File: src/rtl/fpu_round_pkg.sv
// Shared definitions for the FPU rounding scheduler.
//   FRAC_IN_W / FRAC_OUT_W : fraction widths before (xx.47) and after (xx.30) rounding
//   SRC_ADD / SRC_MUL      : source encoding (add/sub pipe = 0, mul/div pipe = 1)
//   round_req_t            : one rounding request; the tag travels separately
//                            because its width is a module parameter.
package fpu_round_pkg;

  localparam int FRAC_IN_W  = 49;
  localparam int FRAC_OUT_W = 32;

  localparam logic SRC_ADD = 1'b0;
  localparam logic SRC_MUL = 1'b1;

  typedef struct packed {
    logic                 mode;
    logic                 sticky;
    logic [FRAC_IN_W-1:0] fraction;
  } round_req_t;

endpackage

File: src/rtl/rounding_rr_arbiter.sv
// Two-way round-robin arbiter.
//   clk, reset_n : clock, synchronous active-low reset
//   valid[1:0]   : per-source request valid
//   advance      : a handshake happens this cycle with the granted source
//   grant[1:0]   : one-hot grant (zero when nothing is valid)
//   ptr          : preferred source when both are valid
module rounding_rr_arbiter (
  input  logic       clk,
  input  logic       reset_n,
  input  logic [1:0] valid,
  input  logic       advance,
  output logic [1:0] grant,
  output logic       ptr
);

  always_comb begin
    grant = valid;
    if (valid == 2'b11) begin
      grant = ptr ? 2'b10 : 2'b01;
    end
  end

  // After serving source i the other source becomes preferred, so the
  // new pointer is simply "source 0 was just served".
  always_ff @(posedge clk) begin
    if (!reset_n) begin
      ptr <= 1'b0;
    end else if (advance) begin
      ptr <= grant[0];
    end
  end

endmodule

File: src/rtl/rounding_unit_scheduler.sv
// Scheduler and two-stage pipeline controller for the shared rounding datapath.
//   req_valid/req_ready[1:0]         : per-source request handshake
//   req_mode/req_sticky[1:0]         : per-source mode and sticky bits
//   req_fraction0/1, req_tag0/1      : per-source fraction (xx.47) and tag
//   rnd_mode/rnd_sticky/rnd_fraction : stage-1 request to the external datapath
//   rnd_result                       : combinational rounded fraction (xx.30)
//   out_valid/out_ready              : result handshake
//   out_fraction/out_source/out_tag  : registered result
//   in_flight                        : number of occupied stages (0..2)
//
// Handshake semantics: a transfer happens on a rising edge where valid and
// ready are both high. A producer holds valid and its payload stable until
// that edge; ready may depend combinationally on valid, valid never on ready.
module rounding_unit_scheduler
  import fpu_round_pkg::*;
#(
  parameter int TAG_WIDTH = 4
) (
  input  logic                  clk,
  input  logic                  reset_n,
  input  logic [1:0]            req_valid,
  output logic [1:0]            req_ready,
  input  logic [1:0]            req_mode,
  input  logic [1:0]            req_sticky,
  input  logic [FRAC_IN_W-1:0]  req_fraction0,
  input  logic [FRAC_IN_W-1:0]  req_fraction1,
  input  logic [TAG_WIDTH-1:0]  req_tag0,
  input  logic [TAG_WIDTH-1:0]  req_tag1,
  output logic                  rnd_mode,
  output logic                  rnd_sticky,
  output logic [FRAC_IN_W-1:0]  rnd_fraction,
  input  logic [FRAC_OUT_W-1:0] rnd_result,
  output logic                  out_valid,
  input  logic                  out_ready,
  output logic [FRAC_OUT_W-1:0] out_fraction,
  output logic                  out_source,
  output logic [TAG_WIDTH-1:0]  out_tag,
  output logic [1:0]            in_flight
);

  // Stage 1: request presented to the datapath
  logic                  s1_valid;
  round_req_t            s1_req;
  logic                  s1_source;
  logic [TAG_WIDTH-1:0]  s1_tag;

  // Stage 2: captured result
  logic                  s2_valid;
  logic [FRAC_OUT_W-1:0] s2_fraction;
  logic                  s2_source;
  logic [TAG_WIDTH-1:0]  s2_tag;

  logic                  s2_load;
  logic                  accept;
  logic                  handshake;
  logic [1:0]            grant;
  logic                  ptr;
  logic                  hs_source;
  round_req_t            hs_req;
  logic [TAG_WIDTH-1:0]  hs_tag;

  // S2 can take S1 when it is empty or draining this cycle; S1 can take a
  // new request when it is empty or moving into S2. This chain lets a pop,
  // shift and push all happen on the same edge.
  assign s2_load   = s1_valid && (!s2_valid || out_ready);
  assign accept    = !s1_valid || s2_load;
  assign req_ready = grant & {2{accept}};
  assign handshake = |req_ready;

  rounding_rr_arbiter u_arb (
    .clk     (clk),
    .reset_n (reset_n),
    .valid   (req_valid),
    .advance (handshake),
    .grant   (grant),
    .ptr     (ptr)
  );

  // Request mux for the granted source
  always_comb begin
    hs_source = req_ready[1] ? SRC_MUL : SRC_ADD;
    if (hs_source == SRC_MUL) begin
      hs_req = '{mode: req_mode[1], sticky: req_sticky[1], fraction: req_fraction1};
      hs_tag = req_tag1;
    end else begin
      hs_req = '{mode: req_mode[0], sticky: req_sticky[0], fraction: req_fraction0};
      hs_tag = req_tag0;
    end
  end

  always_ff @(posedge clk) begin
    if (!reset_n) begin
      s1_valid  <= 1'b0;
      s1_req    <= '0;
      s1_source <= 1'b0;
      s1_tag    <= '0;
    end else if (handshake) begin
      s1_valid  <= 1'b1;
      s1_req    <= hs_req;
      s1_source <= hs_source;
      s1_tag    <= hs_tag;
    end else if (accept) begin
      s1_valid  <= 1'b0;
    end
  end

  always_ff @(posedge clk) begin
    if (!reset_n) begin
      s2_valid    <= 1'b0;
      s2_fraction <= '0;
      s2_source   <= 1'b0;
      s2_tag      <= '0;
    end else if (s2_load) begin
      s2_valid    <= 1'b1;
      s2_fraction <= rnd_result;
      s2_source   <= s1_source;
      s2_tag      <= s1_tag;
    end else if (out_ready) begin
      s2_valid    <= 1'b0;
    end
  end

  assign rnd_mode     = s1_req.mode;
  assign rnd_sticky   = s1_req.sticky;
  assign rnd_fraction = s1_req.fraction;

  assign out_valid    = s2_valid;
  assign out_fraction = s2_fraction;
  assign out_source   = s2_source;
  assign out_tag      = s2_tag;

  assign in_flight    = {1'b0, s1_valid} + {1'b0, s2_valid};

endmodule

File: config.mk
export PLATFORM = sky130hd
export DESIGN_NAME = rounding_unit_scheduler
export DESIGN_NICKNAME = d
export VERILOG_FILES = /design/src/rtl/fpu_round_pkg.sv /design/src/rtl/rounding_rr_arbiter.sv /design/src/rtl/rounding_unit_scheduler.sv
export SDC_FILE = /design/constraint.sdc
export NUM_CORES = 1
export LEC_CHECK = 0
export ABC_AREA = 0
export BUFFER_PORTS_ARGS = -buffer_cell sky130_fd_sc_hd__buf_2
export CAP_MARGIN = 10
export CORE_UTILIZATION = 42
export CTS_CLUSTER_DIAMETER = 40
export CTS_CLUSTER_SIZE = 12
export DETAILED_ROUTE_END_ITERATION = 8
export GPL_TIMING_DRIVEN = 0
export PLACE_DENSITY = 0.77
export SYNTH_ARGS = -nofsm -noshare
export SYNTH_HDL_FRONTEND = slang
export SYNTH_SLANG_ARGS = --single-unit
export TNS_END_PERCENT = 10
File: constraint.sdc
create_clock -name clk -period 1.32 [get_ports clk]
set_input_delay 0.132 -clock clk [delete_from_list [all_inputs] [get_ports clk]]
set_output_delay 0.132 -clock clk [all_outputs]
set_load 0.03 [all_outputs]
==> impl_metrics.json <==
{
  "hold_slack_ns": 0.00638,
  "dr_total_vias": 5490,
  "cts_tree": "yes",
  "syn_to_final_growth_pct": 54.2,
  "syn_nets": 663,
  "synth.top_cells.by_count": "dfxtp_1 (96), a21oi_1 (95), nand4_1 (44), o21ai_0 (38)",
  "syn_avg_cell_area_sq_um": 9.56,
  "status": "finished, violations left",
  "root_buffer": "clkbuf_16",
  "regArea_sq_um": 1930,
  "die_w_microns": 110,
  "fmax_mhz": 630,
  "hp-class": "in2reg",
  "antenna_found_initial": 0,
  "synth-xor-area-share": 0,
  "switchingPower_uw": 2820,
  "die_y_microns": 110,
  "multi_input_area_sq_um": 2920,
  "max_stage_delay_ns": 0.36,
  "crit_type": "reg2out",
  "skew_ns": 0.0102,
  "layout-drive-gt1-share": 0.546,
  "cts_htree_levels": 3,
  "worstPathMaxFanout": 4,
  "cpMaxStageDelayCell": "dfxtp_4",
  "num_rows": 39,
  "p_sw_frac": 0.342,
  "postCtsHoldBufs": 0,
  "dieArea_sq_um": 12200,
  "io_buffers": 239,
  "finalPower_uw": 8250,
  "syn_inst": 515,
  "max_slew_margin": 0.490,
  "synth-compound-area-share": 0.391,
  "violations": "negative setup slack",
  "synthFlopType": "dfxtp_1",
  "yosysSeqAreaShare": 0.390,
  "critical_path_arrival_ns": 1.46,
  "p_int_uw": 5430,
  "drt_iter0_drc": 378,
  "grt_overflow_total": 0,
  "start_util": 0.431,
  "synth_fa_ha_area_frac": 0.00254,
  "dp_hpwl_microns": 12100,
  "first_pass_iters": 4,
  "powerDensity_nw_per_um2": 1090,
  "worst_ir_drop_vdd_v": 0.000707,
  "synthTopCellsByArea": "dfxtp_1 (39%), a311oi_2 (11%), a21oi_1 (9.7%)",
  "crit_top_cell": "buf_12",
  "clk_pin_slew_worst_paths_ns": 0.07,
  "crit_path_cell_trace": "and3b_4 > buf_12 > buf_12 > nor3_4 > buf_6",
  "cp.required_ns": 1.19,
  "grt_pass1_wl_microns": 25600,
  "yosysMostFrequentCell": "dfxtp_1",
  "synth_top_family_by_area": "compound AO/OA/AOI/OAI gates",
  "setup_ws_ns": -0.267,
  "synth_mux_area_frac": 0,
  "drv_slew": 0,
  "power.static_leakage_uw": 0.00317,
  "pwr-share-clk": 0.319,
  "p_seq_frac": 0.394,
  "worstMarginPinSlew_ns": 0.765,
  "num_antenna_cells": 0,
  "numCtsBuffers": 9,
  "grt_pass1_vias": 5245,
  "fillCellCount": 935,
  "netlist.area_leader.share": 0.390,
  "globalplace.congestion": 0.794,
  "wl_per_cell_microns": 18.7,
  "pin_count": 240,
  "startpoint_type": "flop",
  "ys_types": 34,
  "nets": 938,
  "grt_setup_unrepaired": "yes",
  "yosysWarnings": 0,
  "yosysTopAreaCell": "dfxtp_1",
  "crit_family": "buffers and inverters",
  "clock_latency_ns": 0.35,
  "routed_wl_microns": 17600,
  "via_per_inst": 5.85,
  "async_reset_ff_frac": 0,
  "ant_nets": 0,
  "synth-edff-count": 0,
  "power_frac_comb": 0.287,
  "finalWorstPathRequiredPeriod_ns": 1.59,
  "ys_ff_latch": 96,
  "synth-simple-area-share": 0.121,
  "post-place-ws_ns": -0.268,
  "hold_viol": 0,
  "finalCritPeriodShare": 1.20,
  "finalSetupViolations": 60,
  "grt_max_degree": 20,
  "ctsLongestPathBuffers": 2,
  "cp-end-kind": "primary output",
  "core_sq_um": 11400,
  "maxCapViolCount": 0,
  "cts_sinks": 96,
  "syn_area_sq_um": 4920,
  "drc": 0,
  "path_buf_inv": 3,
  "grtUsageTotal": 0.272
}
[through the flow]
step	setup TNS, ns	utilization	cells	cell area (sq um)
finish	-8.34	0.665	938	7590
CTS	-6.90	0.626	930	7150
global route	-11.87	0.665	938	7590
detailed placement	-16.18	0.552	897	6300
floorplan	-1.05	-	515	4930
global placement	-14.46	0.552	897	6300
[sequential cells by signal (all words and copies together), names as in the netlist]
register and flops:
out_fraction 32, out_source 1, out_tag 4, out_valid 1, rnd_fraction 49, rnd_mode 1, rnd_sticky 1, s1_source 1
s1_tag 4, s1_valid 1, u_arb.ptr 1
[layout by cell type (no fill, tap or decap), types with 13 or more instances in the layout]
| cell | instances |
|---|---|
| buf_4 | 23 |
| buf_6 | 27 |
| o21ai_0 | 13 |
| o21ai_1 | 24 |
| nand3_1 | 37 |
| a311oi_2 | 37 |
| buf_2 | 245 |
| clkbuf_16 | 14 |
| dfxtp_1 | 93 |
| o31ai_4 | 36 |
| a21oi_1 | 95 |
| nand4_1 | 44 |
| clkbuf_1 | 14 |
[path summary, 6_finish.rpt]
kind | start | to | slack (ns) | depth (start not counted)
min | req_fraction1[28] | rnd_fraction[28] | 0.006 | 2
max | out_valid | req_ready[1] | -0.27 | 5
max reg2reg | u_arb.ptr | rnd_fraction[14] | -0.21 | 6
min reg2reg | out_fraction[7] | out_fraction[7] | 0.48 | 2
[per-layer routing]
metal  routed length, microns  vias up  GRT usage
li1                         -     2580          -
met5                        0        -          0
met2                     8740      229      0.472
met1                     7270     2647      0.326
met4                      477        0      0.121
met3                     1080       34     0.0500
[layout make-up]
type / count / share of cell area
Multi-Input combinational cell: 340 / 0.385
Sequential cell: 96 / 0.254
Timing Repair Buffer: 267 / 0.207
Buffer: 72 / 0.0893
Clock buffer: 9 / 0.0297
Tap cell: 143 / 0.0236
Clock inverter: 7 / 0.00907
Inverter: 4 / 0.00198
[power by group through the flow]
stage          combinational (uW)  clock (uW)  sequential, uW
2_1_floorplan                 867           0            3710
6_report                     2370        2630            3250
4_1_cts                      2150        2640            3240
3_5_place_dp                 1940           0            3310
5_1_grt                      2510        2770            3270
3_3_place_gp                 1890           0            3310
[repair_timing]
action / in CTS / in global routing
gates cloned: 1 / 5
resized for setup: 108 / 89
buffers inserted: 17 / 5
pin swaps: 18 / 35
endpoints found under the setup margin: 90 / 90
[cells by family after synthesis]
group | count (synthesis)
adders and majority gates | 1
AOI/OAI and AO/OA | 234
DFF | 96
and+or+nand+nor | 105
buffers and inverters | 79
(Power assumes the default switching activity.)
